File: src/rtl/flag_update_arbiter.sv
// Purpose : arbitrates masked updates from NREQ producers into one shared NFLAGS-bit condition-flag bank.
// Latency : 1 edge from an eligible Req to the committed Flags and the Grant pulse.
// Backpress: a requester is stalled while Hold is high or another requester wins. It holds Req/ReqMask/ReqData until it sees Grant.
//
// Ports:
//   CLK, Reset      - rising-edge clock; synchronous active-high reset
//   Hold            - pipeline stall: no commit, no grant
//   Req[NREQ]       - level request per requester
//   ReqMask/ReqData - per-requester flag mask/value, slice i at [i*NFLAGS +: NFLAGS]
//   Grant[NREQ]     - registered one-hot pulse, one cycle after the commit edge
//   Flags[NFLAGS]   - registered flag bank
//   Busy            - registered; an eligible request was left waiting at the last edge
//
// Build option: define FLAG_ARB_ROUND_ROBIN_EN for round-robin arbitration.
// The default build uses fixed priority, where the lowest index wins.
module flag_update_arbiter #(
    parameter int NREQ   = 3,
    parameter int NFLAGS = 4
) (
    input  logic                     CLK,
    input  logic                     Reset,
    input  logic                     Hold,
    input  logic [NREQ-1:0]          Req,
    input  logic [NREQ*NFLAGS-1:0]   ReqMask,
    input  logic [NREQ*NFLAGS-1:0]   ReqData,
    output logic [NREQ-1:0]          Grant,
    output logic [NFLAGS-1:0]        Flags,
    output logic                     Busy
);

    logic [NFLAGS-1:0] flags_q, flags_d;
    logic [NREQ-1:0]   grant_q;
    logic              busy_q;

    logic [NREQ-1:0]   elig;
    logic [NREQ-1:0]   win_oh;
    logic              found;
    logic [NFLAGS-1:0] sel_mask;
    logic [NFLAGS-1:0] sel_data;

    // A requester granted at the last edge sits out one edge.
    // This gives it a full cycle to drop Req or to present its next update.
    assign elig = Req & ~grant_q;

`ifdef FLAG_ARB_ROUND_ROBIN_EN
    localparam int IDX_W = (NREQ > 1) ? $clog2(NREQ) : 1;

    logic [IDX_W-1:0] ptr_q;
    logic [IDX_W-1:0] win_idx;

    // The winner is the eligible index with the smallest distance from ptr_q, measured upward with wrap.
    // The distance is computed per index so that every bit select uses a constant index.
    always_comb begin
        int best_d;
        int d;
        found   = 1'b0;
        win_oh  = '0;
        win_idx = '0;
        best_d  = NREQ;
        d       = 0;
        for (int i = 0; i < NREQ; i++) begin
            d = i - int'(ptr_q);
            if (d < 0) begin
                d = d + NREQ;
            end
            if (elig[i] && (d < best_d)) begin
                best_d    = d;
                found     = 1'b1;
                win_oh    = '0;
                win_oh[i] = 1'b1;
                win_idx   = IDX_W'(i);
            end
        end
    end
`else
    // Fixed priority: the lowest eligible index wins.
    always_comb begin
        found  = 1'b0;
        win_oh = '0;
        for (int i = 0; i < NREQ; i++) begin
            if (elig[i] && !found) begin
                found     = 1'b1;
                win_oh[i] = 1'b1;
            end
        end
    end
`endif

    // Select the winner's slice. win_oh is one-hot or zero, so an OR-mux is enough.
    always_comb begin
        sel_mask = '0;
        sel_data = '0;
        for (int i = 0; i < NREQ; i++) begin
            if (win_oh[i]) begin
                sel_mask = sel_mask | ReqMask[i*NFLAGS +: NFLAGS];
                sel_data = sel_data | ReqData[i*NFLAGS +: NFLAGS];
            end
        end
        flags_d = (flags_q & ~sel_mask) | (sel_data & sel_mask);
    end

    always_ff @(posedge CLK) begin
        if (Reset) begin
            flags_q <= '0;
            grant_q <= '0;
            busy_q  <= 1'b0;
`ifdef FLAG_ARB_ROUND_ROBIN_EN
            ptr_q   <= '0;
`endif
        end else if (Hold) begin
            grant_q <= '0;
            busy_q  <= |elig;
        end else if (!found) begin
            grant_q <= '0;
            busy_q  <= 1'b0;
        end else begin
            flags_q <= flags_d;
            grant_q <= win_oh;
            busy_q  <= |(elig & ~win_oh);
`ifdef FLAG_ARB_ROUND_ROBIN_EN
            ptr_q   <= (win_idx == IDX_W'(NREQ - 1)) ? '0 : win_idx + 1'b1;
`endif
        end
    end

    assign Grant = grant_q;
    assign Flags = flags_q;
    assign Busy  = busy_q;

endmodule
File: config.mk
export PLATFORM = sky130hd
export DESIGN_NAME = flag_update_arbiter
export DESIGN_NICKNAME = d
export VERILOG_FILES = /design/src/rtl/flag_update_arbiter.sv
export SDC_FILE = /design/constraint.sdc
export NUM_CORES = 1
export LEC_CHECK = 0
export ABC_AREA = 1
export BUFFER_PORTS_ARGS = -buffer_cell sky130_fd_sc_hd__clkbuf_2
export CORE_MARGIN = 10
export CORE_UTILIZATION = 47
export CTS_BUF_LIST = sky130_fd_sc_hd__clkbuf_8
export DETAILED_ROUTE_END_ITERATION = 10
export HOLD_SLACK_MARGIN = 0.06
export PLACE_DENSITY = 0.85
export SLEW_MARGIN = 25
export SYNTH_ARGS = -nofsm -noshare
export SYNTH_HDL_FRONTEND = slang
export SYNTH_SLANG_ARGS = --single-unit
File: constraint.sdc
create_clock -name CLK -period 2.5 [get_ports CLK]
set_input_delay 0.25 -clock CLK [delete_from_list [all_inputs] [get_ports CLK]]
set_output_delay 0.25 -clock CLK [all_outputs]
set_load 0.05 [all_outputs]
After elaboration in Yosys (flattened, before gate mapping). Cells that the tools add are included.

$add $sub $neg: 0. Multiply operators: 0. Div/mod/pow operators: 0. Order comparisons: 0. Equality and inequality tests: 0. Shifts and indexed selects: 0. Multiplexer cells: 13. Bitwise gates (word level): 14. Reductions and logical operators: 8.

Operators with widths (count): $mux W4 (6); $or A4 B4 Y4 (5); $reduce_or A3 Y1 (3); $and A4 B4 Y4 (2); $mux W1 (7); $and A3 B3 Y3 (2); $not A3 Y3 (2); $not A4 Y4 (1); $logic_and A1 B1 Y1 (2); $logic_not A1 Y1 (2); $not A1 Y1 (2); $reduce_and A2 Y1 (1).

Register bits: 8. Latch bits: 0. Memory bits (writable): 0. Memory bits (read-only): 0. Bits of input ports: 30. Logic and storage cells: 38. Memories kept: 0.

Logic depth before layout (Yosys ltp).
Depth after elaboration: 14. Gate-level depth with buffers: 9.

Worst setup path after synthesis. Ideal clock, no wire load.

Path type: register to register. From: register grant_q[0], in the netlist Grant[0]. To: register with a tool-made name. Library setup time: 0.117 ns. Data arrival time: 1.424 ns. Path slack: 0.959 ns. Cell stages (with the launch flop): 9. Period minus slack after synthesis: 1.541 ns. Path through: dfxtp_1 inv_1 nand2_4 buf_6 nand4_1 nand2_1 nand3_1 nand2_1 nor2_1.

RTL lines: start: declaration (line 32) `logic [NREQ-1:0] grant_q;`; start signal: assignment (line 118) `grant_q <= win_oh;`.

==> impl_metrics.yaml <==
outcome:
  status: "complete, no violations"
critical_path:
  cp-end-kind: "register"
  crit_path_max_fanout: 19
  path_class: "register to register"
  crit_path_max_incr_delay_ns: 0.31
  crit_arrival_ns: 1.45
  cp-start-kind: "register"
  critical-path-slowest-cell: "dfxtp_1"
  path_cells: "inv_1, nand2_4, nand2_2, nand2_1, nand2_1, nand2_1, a21oi_1, nor2_1"
  cp_data_required_time_ns: 2.62
  cp_top_family: "simple AND/OR/NAND/NOR gates"
  cpMostUsedCell: "nand2_1"
  path_buf_inv: 1
floorplan:
  row_count: 13
  fp.dieH_um: 56.5
  core-area_um2: 1280
  die_w_um: 56.5
  design.portCount: 38
  die-area_um2: 3190
  initial_utilization: 0.487
logic_synthesis:
  synth_area_leaders: "dfxtp_1, nand2_1, nand3_1"
  yosysUniqueCellTypes: 16
  synth_flop_cell: "dfxtp_1"
  synthTopCellsByCount: "nand2_1, inv_1, nand3_1, nor2_1, dfxtp_1"
  synth_top_family_by_area: "simple AND/OR/NAND/NOR gates"
  postSynth.asyncResetShare: 0
  synth-edff-count: 0
  syn_area_per_cell_um2: 5.96
  synth_fa_ha_area_frac: 0
  yosys.area_share.simple: 0.554
  seq_area_frac_synth: 0.256
  yosys_warnings: 0
  netlist.area_leader.share: 0.256
  synth_compound_area_frac: 0.0520
  synth-xor-area-share: 0
  syn_area_um2: 626
  synth_cells: 105
  synth_fp_nets: 135
  yosys_register_bits: 8
  synthMuxAreaShare: 0
  yosysTopAreaCell: "dfxtp_1"
  synth_most_common_cell: "nand2_1"
drt:
  drcViolationCount: 0
  ant_nets: 0
  vias: 802
  wl_per_cell_um: 11.9
  wl_um: 1890
  firstDrtPassIters: 4
  detail_route.iter0.violations: 27
  via_per_inst: 5.04
final_layout:
  area_growth_pct: 37.4
  final_nets: 176
  antenna_cells: 0
  fin_cells: 159
  drive_above_1_share: 0.347
  fill_cells: 129
  final_util: 0.669
grt:
  antenna_found_initial: 0
  grt_max_degree: 20
  grt_overflow: 0
  grt_pass1_wl_um: 3130
  track_usage: 0.117
  grt_pass1_vias: 756
timing:
  worstMarginPinSlew_ns: 0.299
  fin_skew_ns: 0.000236
  setup_slack_ns: 1.17
  fin_crit_sh: 0.533
  hold_viol: 0
  setup_violations: 0
  slew_violations: 0
  rsz0062_at_grt: "no"
  final.setup.tns_ns: 0
  max_freq_mhz: 751
  finalCriticalPeriod_ns: 1.33
  slew-limit-headroom: 0.800
cts:
  cts_htree_levels: 1
  root_buffer: "clkbuf_8"
  cts_buffers: 3
  cts_tree: "yes"
  clock_path_buffers: 2
  cts_hold_buf: 0
  cts_setup_buffers: 0
  path_clk_slew_ns: 0.04
  cts_resized: 0
  clkLatencyLatePin_ns: 0.23
  clock_sinks: 8
placed_design:
  post-place-ws_ns: 1.20
  dp.cells: 156
  dpl.hpwl_um: 1570
  io_buffers: 37
  globalplace.congestion: 0.857
pwr:
  p_leak_nw: 0.532
  cellPowerDensity_nw_per_um2: 506
  vdd_drop_max_mv: 0.295
hold_path:
  hold_path_class: "primary input to register"
job:
  max_cap_viol_count: 0
[cells by family after synthesis]
kind of cell,after synthesis
compound gates,6
flops,8
buf+inv,21
simple gates,70
[per-stage QoR]
step / hold WS [ns] / power, mW / area (um^2)
6_report: 0.308 / 0.435 / 860
5_1_grt: 0.325 / 0.461 / 860
4_1_cts: 0.308 / 0.437 / 860
3_5_place_dp: 0.471 / 0.282 / 818
3_3_place_gp: 0.469 / 0.279 / 818
2_1_floorplan: 0.417 / 0.239 / 626
[final cells by class]
cell class / count / area [um^2] / share of cell area
inverters: 20 / 75.1 / 0.0873
clock buffers: 3 / 41.3 / 0.0480
repair buffers: 37 / 185 / 0.215
multi-input cells: 76 / 379 / 0.441
well taps: 15 / 18.8 / 0.0218
flip-flops and latches: 8 / 160 / 0.186
[path summary, 6_finish.rpt]
path | startpoint | to | slack [ns] | cells after the start
worst min register to register | register | register | 0.48 | 2
worst max register to register | Grant[0] | register | 1.17 | 8
worst max-delay path | Grant[0] | register | 1.17 | 8
worst min-delay path | Reset | Grant[2] | 0.31 | 4
[per-layer routing]
layer / GRT usage / up-vias / routed length, um / share of wire
li1: - / 408 / - / -
met1: 0.118 / 359 / 723 / 0.38
met2: 0.210 / 31 / 1010 / 0.53
met3: 0.0539 / 4 / 142 / 0.075
met4: 0.0309 / 0 / 21 / 0.011
met5: 0 / - / 0 / 0
[tightest hold or removal path, cell delays in order]
cell	delay [ns]
clkbuf_2	0.09
nor2_1	0.05
nand4_1	0.06
inv_1	0.04
[placed cells by master, fill, tap and decap left out]
cell type	netlist	layout
nor2_8	1	1
nand2_4	2	2
dfxtp_1	8	8
o211ai_1	1	1
inv_2	2	2
nor2_2	1	1
o21ai_0	1	1
nand2_1	26	26
nand3_1	16	16
inv_1	18	18
nand4_1	5	5
a21oi_1	4	4
clkbuf_2	0	37
clkbuf_8	0	3
nor2_1	15	15
nand2_2	2	2
nand3_2	2	2
[where the power goes]
part / total, mW / internal (mW) / leakage [nW] / switching [mW]
clock network: 0.154 / 0.104 / 0.0216 / 0.0499
logic: 0.140 / 0.0477 / 0.445 / 0.0921
registers: 0.141 / 0.137 / 0.0657 / 0.00479
total: 0.435 / 0.289 / 0.532 / 0.147
No activity file was read; power rests on OpenSTA's default activity.
